### config.mk
export PLATFORM = sky130hd
export DESIGN_NAME = guess_entry_ctrl_flat
export DESIGN_NICKNAME = d
export VERILOG_FILES = /design/src/rtl/guess_entry_if.sv /design/src/rtl/guess_entry_ctrl.sv /design/src/flat_wrapper.sv
export SDC_FILE = /design/constraint.sdc
export NUM_CORES = 1
export LEC_CHECK = 0
export CORE_MARGIN = 1
export CORE_UTILIZATION = 43
export CTS_CLUSTER_DIAMETER = 50
export DETAILED_ROUTE_END_ITERATION = 8
export PLACE_DENSITY = 0.73
export SYNTH_ARGS = -nofsm -noshare
export SYNTH_HDL_FRONTEND = slang
export SYNTH_SLANG_ARGS = --single-unit
export TNS_END_PERCENT = 30
### constraint.sdc
create_clock -name clk -period 1.7 [get_ports clk]
set_input_delay 0.425 -clock clk [delete_from_list [all_inputs] [get_ports clk]]
set_output_delay 0.425 -clock clk [all_outputs]
set_load 0.005 [all_outputs]
### src/rtl/guess_entry_if.sv
// -----------------------------------------------------------------------------
// guess_entry_if
//   Bundles the key/switch inputs and the display/scoring outputs of the guess
//   entry controller.
//   master : debounced key/switch source side (drives digitIn and the pulses)
//   slave  : guess_entry_ctrl side (drives guess, slotBlank, cursor, full,
//            guessValid)
//   Signals:
//     digitIn    [1:0]            digit value from the switches
//     enter/clear/submit/newRound one-cycle command pulses
//     guess      [2*NUM_SLOTS-1:0] slot i digit = guess[2i+1:2i]
//     slotBlank  [NUM_SLOTS-1:0]   1 = blank slot i
//     cursor     [2:0]             next slot to fill
//     full                         all slots filled, awaiting submit
//     guessValid                   one-cycle pulse when a guess is handed over
// -----------------------------------------------------------------------------
interface guess_entry_if #(
  parameter int NUM_SLOTS = 4
);
  logic [1:0]             digitIn;
  logic                   enter;
  logic                   clear;
  logic                   submit;
  logic                   newRound;
  logic [2*NUM_SLOTS-1:0] guess;
  logic [NUM_SLOTS-1:0]   slotBlank;
  logic [2:0]             cursor;
  logic                   full;
  logic                   guessValid;

  modport master (
    output digitIn, enter, clear, submit, newRound,
    input  guess, slotBlank, cursor, full, guessValid
  );

  modport slave (
    input  digitIn, enter, clear, submit, newRound,
    output guess, slotBlank, cursor, full, guessValid
  );
endinterface

### src/rtl/guess_entry_ctrl.sv
// -----------------------------------------------------------------------------
// guess_entry_ctrl
//   Sequences player guess entry onto a bank of per-slot HEX digit displays.
//   Each enter pulse stores digitIn into the slot under the cursor; once every
//   slot is filled a submit pulse hands the guess to the scoring logic with a
//   one-cycle guessValid and locks the entry until newRound.
//
//   Ports:
//     clk    system clock
//     Reset  synchronous, active-high reset
//     bus    guess_entry_if.slave (commands in, guess/blank/cursor/status out)
//
//   Parameters:
//     NUM_SLOTS  number of guess digits / display slots (2..8)
//     BLINK_DIV  blink counter width; blink phase is the counter MSB
//
//   Build option:
//     CURSOR_BLINK_EN  when defined, the slot under the cursor previews digitIn
//                      live and blinks using a free-running BLINK_DIV-bit
//                      counter. Stored digits are never affected by the
//                      preview, and FULL/LOCKED do not blink.
//
//   All outputs are registered (one-cycle latency from the sampling edge).
// -----------------------------------------------------------------------------
module guess_entry_ctrl #(
  parameter int NUM_SLOTS = 4,
  parameter int BLINK_DIV = 24
) (
  input  logic         clk,
  input  logic         Reset,
  guess_entry_if.slave bus
);

  localparam int GW = 2 * NUM_SLOTS;

  // Catch unsupported configurations at elaboration time.
  if (NUM_SLOTS < 2 || NUM_SLOTS > 8 || BLINK_DIV < 1) begin : g_bad_param
    $error("guess_entry_ctrl: NUM_SLOTS must be 2..8 and BLINK_DIV >= 1");
  end

  typedef enum logic [1:0] {
    ENTRY  = 2'd0,
    FULL   = 2'd1,
    LOCKED = 2'd2
  } state_e;

  state_e               state_q,  state_d;
  logic [GW-1:0]        guess_q,  guess_d;   // stored digits
  logic [NUM_SLOTS-1:0] blank_q,  blank_d;   // stored blank flags
  logic [2:0]           cursor_q, cursor_d;
  logic                 full_q,   full_d;
  logic                 valid_q,  valid_d;

  // Next-state logic. Command priority: clear > newRound > submit > enter.
  // NOTE: every variable written here gets a default first so no path can
  // leave it unassigned and infer a latch.
  always_comb begin
    state_d  = state_q;
    guess_d  = guess_q;
    blank_d  = blank_q;
    cursor_d = cursor_q;
    full_d   = full_q;
    valid_d  = 1'b0;

    if (bus.clear && state_q != LOCKED) begin
      state_d  = ENTRY;
      guess_d  = '0;
      blank_d  = '1;
      cursor_d = 3'd0;
      full_d   = 1'b0;
    end else if (bus.newRound && state_q == LOCKED) begin
      state_d  = ENTRY;
      guess_d  = '0;
      blank_d  = '1;
      cursor_d = 3'd0;
      full_d   = 1'b0;
    end else if (bus.submit && state_q == FULL) begin
      // Leaving FULL for LOCKED guarantees guessValid cannot repeat.
      state_d = LOCKED;
      full_d  = 1'b0;
      valid_d = 1'b1;
    end else if (bus.enter && state_q == ENTRY) begin
      for (int i = 0; i < NUM_SLOTS; i++) begin
        if (cursor_q == 3'(i)) begin
          guess_d[2*i +: 2] = bus.digitIn;
          blank_d[i]        = 1'b0;
        end
      end
      // With 8 slots the 3-bit cursor reads 0 once full; `full` disambiguates.
      cursor_d = cursor_q + 3'd1;
      if (cursor_q == 3'(NUM_SLOTS - 1)) begin
        state_d = FULL;
        full_d  = 1'b1;
      end
    end
  end

  // NOTE: Reset is sampled synchronously here, so it only needs to meet setup
  // like any other input; all state uses non-blocking assignments so every
  // flop sees pre-edge values of the others.
  always_ff @(posedge clk) begin
    if (Reset) begin
      state_q  <= ENTRY;
      guess_q  <= '0;
      blank_q  <= '1;
      cursor_q <= 3'd0;
      full_q   <= 1'b0;
      valid_q  <= 1'b0;
    end else begin
      state_q  <= state_d;
      guess_q  <= guess_d;
      blank_q  <= blank_d;
      cursor_q <= cursor_d;
      full_q   <= full_d;
      valid_q  <= valid_d;
    end
  end

`ifdef CURSOR_BLINK_EN
  // Blink counter restarts on every user command so the cursor slot always
  // begins a fresh blank phase right after the player acts.
  logic [BLINK_DIV-1:0] blink_q, blink_d;
  logic [GW-1:0]        gout_q,  gout_d;     // displayed digits (with preview)
  logic [NUM_SLOTS-1:0] bout_q,  bout_d;     // displayed blanks (with blink)

  always_comb begin
    if (bus.clear || bus.newRound || bus.enter) begin
      blink_d = '0;
    end else begin
      blink_d = blink_q + {{(BLINK_DIV-1){1'b0}}, 1'b1};
    end

    // Overlay the live preview on top of the next stored values; the stored
    // registers themselves are untouched.
    gout_d = guess_d;
    bout_d = blank_d;
    if (state_d == ENTRY) begin
      for (int i = 0; i < NUM_SLOTS; i++) begin
        if (cursor_d == 3'(i)) begin
          gout_d[2*i +: 2] = bus.digitIn;
          bout_d[i]        = ~blink_d[BLINK_DIV-1];
        end
      end
    end
  end

  always_ff @(posedge clk) begin
    if (Reset) begin
      blink_q <= '0;
      gout_q  <= '0;
      bout_q  <= '1;
    end else begin
      blink_q <= blink_d;
      gout_q  <= gout_d;
      bout_q  <= bout_d;
    end
  end

  assign bus.guess     = gout_q;
  assign bus.slotBlank = bout_q;
`else
  // Unfilled slots simply stay blank with digit 0.
  assign bus.guess     = guess_q;
  assign bus.slotBlank = blank_q;
`endif

  assign bus.cursor     = cursor_q;
  assign bus.full       = full_q;
  assign bus.guessValid = valid_q;

endmodule

### src/flat_wrapper.sv
// flat-port wrapper written by rule: the top's interface ports become plain ports
module guess_entry_ctrl_flat 
#(
  parameter int NUM_SLOTS = 4,
  parameter int BLINK_DIV = 24
)
  (clk, Reset, bus_digitIn, bus_enter, bus_clear, bus_submit, bus_newRound, bus_guess, bus_slotBlank, bus_cursor, bus_full, bus_guessValid);
  guess_entry_if #(.NUM_SLOTS(NUM_SLOTS)) bus_i ();
  input  logic clk;
  input  logic Reset;
  input wire logic [$bits(bus_i.digitIn)-1:0] bus_digitIn;
  input wire logic [$bits(bus_i.enter)-1:0] bus_enter;
  input wire logic [$bits(bus_i.clear)-1:0] bus_clear;
  input wire logic [$bits(bus_i.submit)-1:0] bus_submit;
  input wire logic [$bits(bus_i.newRound)-1:0] bus_newRound;
  output wire logic [$bits(bus_i.guess)-1:0] bus_guess;
  output wire logic [$bits(bus_i.slotBlank)-1:0] bus_slotBlank;
  output wire logic [$bits(bus_i.cursor)-1:0] bus_cursor;
  output wire logic [$bits(bus_i.full)-1:0] bus_full;
  output wire logic [$bits(bus_i.guessValid)-1:0] bus_guessValid;
  assign bus_i.digitIn = bus_digitIn;
  assign bus_i.enter = bus_enter;
  assign bus_i.clear = bus_clear;
  assign bus_i.submit = bus_submit;
  assign bus_i.newRound = bus_newRound;
  assign bus_guess = bus_i.guess;
  assign bus_slotBlank = bus_i.slotBlank;
  assign bus_cursor = bus_i.cursor;
  assign bus_full = bus_i.full;
  assign bus_guessValid = bus_i.guessValid;
  guess_entry_ctrl #(.NUM_SLOTS(NUM_SLOTS), .BLINK_DIV(BLINK_DIV)) u_core (.clk(clk), .Reset(Reset), .bus(bus_i));
endmodule
==> impl_metrics.tcl <==
set metrics [dict create \
    p_total_uw 726 \
    powerDensity_nw_per_um2 669 \
    place.gp.congestion 0.759 \
    firstDrtPassIters 4 \
    grt_util_all_layers_pct 18.5 \
    slowest_delay_ns 0.53 \
    crit_buf_inv 1 \
    path_cells "clkdlybuf4s50_1" \
    final_common_cell "clkdlybuf4s50_1" \
    yosys_register_bits 18 \
    yosysUniqueCellTypes 22 \
    arrival_ns 1.22 \
    vias 657 \
    clkSinkCount 18 \
    critPathLaunchType "flop" \
    fp-row-count 14 \
    worstSkewPairLatency_ns 0.29 \
    crit_fanout 5 \
    required_ns 1.27 \
    cap_violations 0 \
    start_util_pct 48.4 \
    synth-async-reset-ratio_pct 0 \
    final_area_um2 1080 \
    drive_above_1_share_pct 11.9 \
    outcome "finished clean" \
    setup_ws_ns 0.0546 \
    yosys.area.top_type "dfxtp_1" \
    critPathCaptureType "output pin" \
    place_hpwl_um 1120 \
    drt_iter0_drc 6 \
    max_freq_mhz 608 \
    dieArea_um2 1970 \
    placed_cell_area_um2 1050 \
    finClkSkew_ns 0.00232 \
    max_slew_margin_pct 81.9 \
    min_period_ns 1.65 \
    leakagePower_nw 0.399 \
    finalCoreUtilization_pct 68.1 \
    ys.flop_type "dfxtp_1" \
    clk_pin_slew_ns 0.10 \
    fin_crit_sh_pct 96.8 \
    grt_pass1_wl_um 2610 \
    wl_per_cell_um 11.5 \
    drv_slew 0 \
    seq_area_frac_synth_pct 46.7 \
    cts_tree "done" \
    layout_common_cells "clkdlybuf4s50_1 (24), dfxtp_1 (14), o21ai_0 (10)" \
    nets 124 \
    p_sw_uw 168 \
    ir_worst_vdd_uv 471 \
    avgSynthCellArea_um2 9.41 \
    cts_buffers 3 \
    pre_cts_slack_ns -0.257 \
    grt_setup_unrepaired "no" \
    num_antenna_cells 0 \
    yosysWarningCount 0 \
    syn_area_um2 772 \
    synthCells 82 \
    cts_root_buf "clkbuf_4" \
    hold_viol 0 \
    area_growth_pct 40.5 \
    grt_antenna_before_repair 0 \
    drc 0 \
    synth_nets 95 \
    die_y_um 44.4 \
    grt_pass1_vias 626 \
    min_path_type "reg -> reg" \
    viasPerCell 4.94 \
    htree_levels 1 \
    tns_ns 0 \
    comb_power_share_pct 11.5 \
    ys_top_cells_by_area "dfxtp_1 (47%), ha_1 (8.1%), o21ai_0 (6.5%), a21oi_1 (5.2%), mux2i_1 (3.9%)" \
    clkPwrFrac_pct 29.0 \
    io_pins 25 \
    setup_viol_count_final 0 \
    ant_nets 0 \
    cp_slowest_cell "clkdlybuf4s50_1" \
    design.core.area_um2 1590 \
    path_class "reg -> out" \
    internal_power_uw 558 \
    seqPwrFrac_pct 59.6 \
    port-buffer-count 24 \
    sw_frac_of_total_pct 23.2 \
    path_delay_family "buffers and inverters" \
    worst_slew_pin_slew_ns 0.271 \
    cts_hold_buf 0 \
    synth_edf_count 0 \
    cts.path.max_buffers 2 \
    grt_max_degree 19 \
    wl_um 1530 \
    synth_top_area_share_pct 46.7 \
    die_w_um 44.4 \
    grt-ovfl-total 0 \
]
-- worst paths after layout --
kind | start | cells after the start | endpoint | slack, ns
worst min register to register | u_core.bus.slotBlank[3]$_SDFFE_PP1P_ | 1 | u_core.bus.slotBlank[3]$_SDFFE_PP1P_ | 0.46
worst min-delay path | u_core.bus.slotBlank[3]$_SDFFE_PP1P_ | 1 | u_core.bus.slotBlank[3]$_SDFFE_PP1P_ | 0.46
worst max register to register | u_core.state_q[1]$_SDFFE_PP0P_ | 3 | u_core.bus.guess[4]$_SDFFE_PP0P_ | 0.35
worst max-delay path | u_core.bus.cursor[0]$_SDFFE_PP0P_ | 1 | bus_cursor[0] | 0.05
-- power by group through the flow --
stage / Sequential, mW / Clock (mW) / Combinational (mW)
3_3_place_gp: 0.443 / 0 / 0.0805
2_1_floorplan: 0.443 / 0 / 0.0392
5_1_grt: 0.434 / 0.233 / 0.0910
4_1_cts: 0.434 / 0.216 / 0.0825
3_5_place_dp: 0.443 / 0 / 0.0822
6_report: 0.432 / 0.210 / 0.0831
-- routing by layer --
metal / track usage, % / wire length, um / vias up
met1: 22.0 / 729 / 303
met5: 0 / 0 / -
met3: 3.67 / 64 / 2
met4: 10.9 / 19 / 0
met2: 30.6 / 719 / 16
li1: - / - / 336
-- synth_stat cells (all sizes together), types with 2 or more instances --
library cell / number
nand2b: 4
ha: 5
dfxtp: 18
mux2i: 3
a21oi: 8
nand3: 6
inv: 7
nand2: 2
nor2: 6
o21ai: 10
buf: 2
-- timing repair --
item,CTS,global route
setup endpoints to repair,2,7
setup buffers,0,0
pin swaps,0,0
resized for setup,2,4
cloned,0,0
-- logic make-up (layout without fill, tap and decap cells) --
kind of cell	Yosys count	count (layout)	synth area share (%)
adder cells (fa/ha/maj)	5	5	8.10
buffers and inverters	10	37	6.81
AND/OR/NAND/NOR	24	24	18.6
multiplexers	3	3	3.89
flip-flops	18	18	46.7
AO/OA/AOI/OAI	21	21	14.8
XOR/XNOR	1	1	1.13
-- sequential cells by signal (all words and copies together) (netlist names) --
| register | cells |
|---|---|
| u_core.bus.slotBlank | 4 |
| u_core.bus.cursor | 3 |
| u_core.bus.guessValid | 1 |
| u_core.bus.full | 1 |
| u_core.bus.guess | 8 |
| u_core.state_q | 1 |
-- per-stage QoR --
step | std cells | hold WS [ns]
after global routing | 133 | 0.485
after detailed placement | 130 | 0.445
after CTS | 133 | 0.467
after global placement | 130 | 0.433
after floorplan | 82 | 0.451
final | 133 | 0.460
-- cell type report --
| type | count | area, um^2 |
|---|---|---|
| fillers | 140 | 509 |
| well taps | 24 | 30.0 |
| clock buffers | 3 | 22.5 |
| multi-input cells | 54 | 363 |
| flip-flops and latches | 18 | 368 |
| repair buffers | 27 | 275 |
| inverters | 7 | 26.3 |
Note: power is estimated with default switching activity, not from simulation.
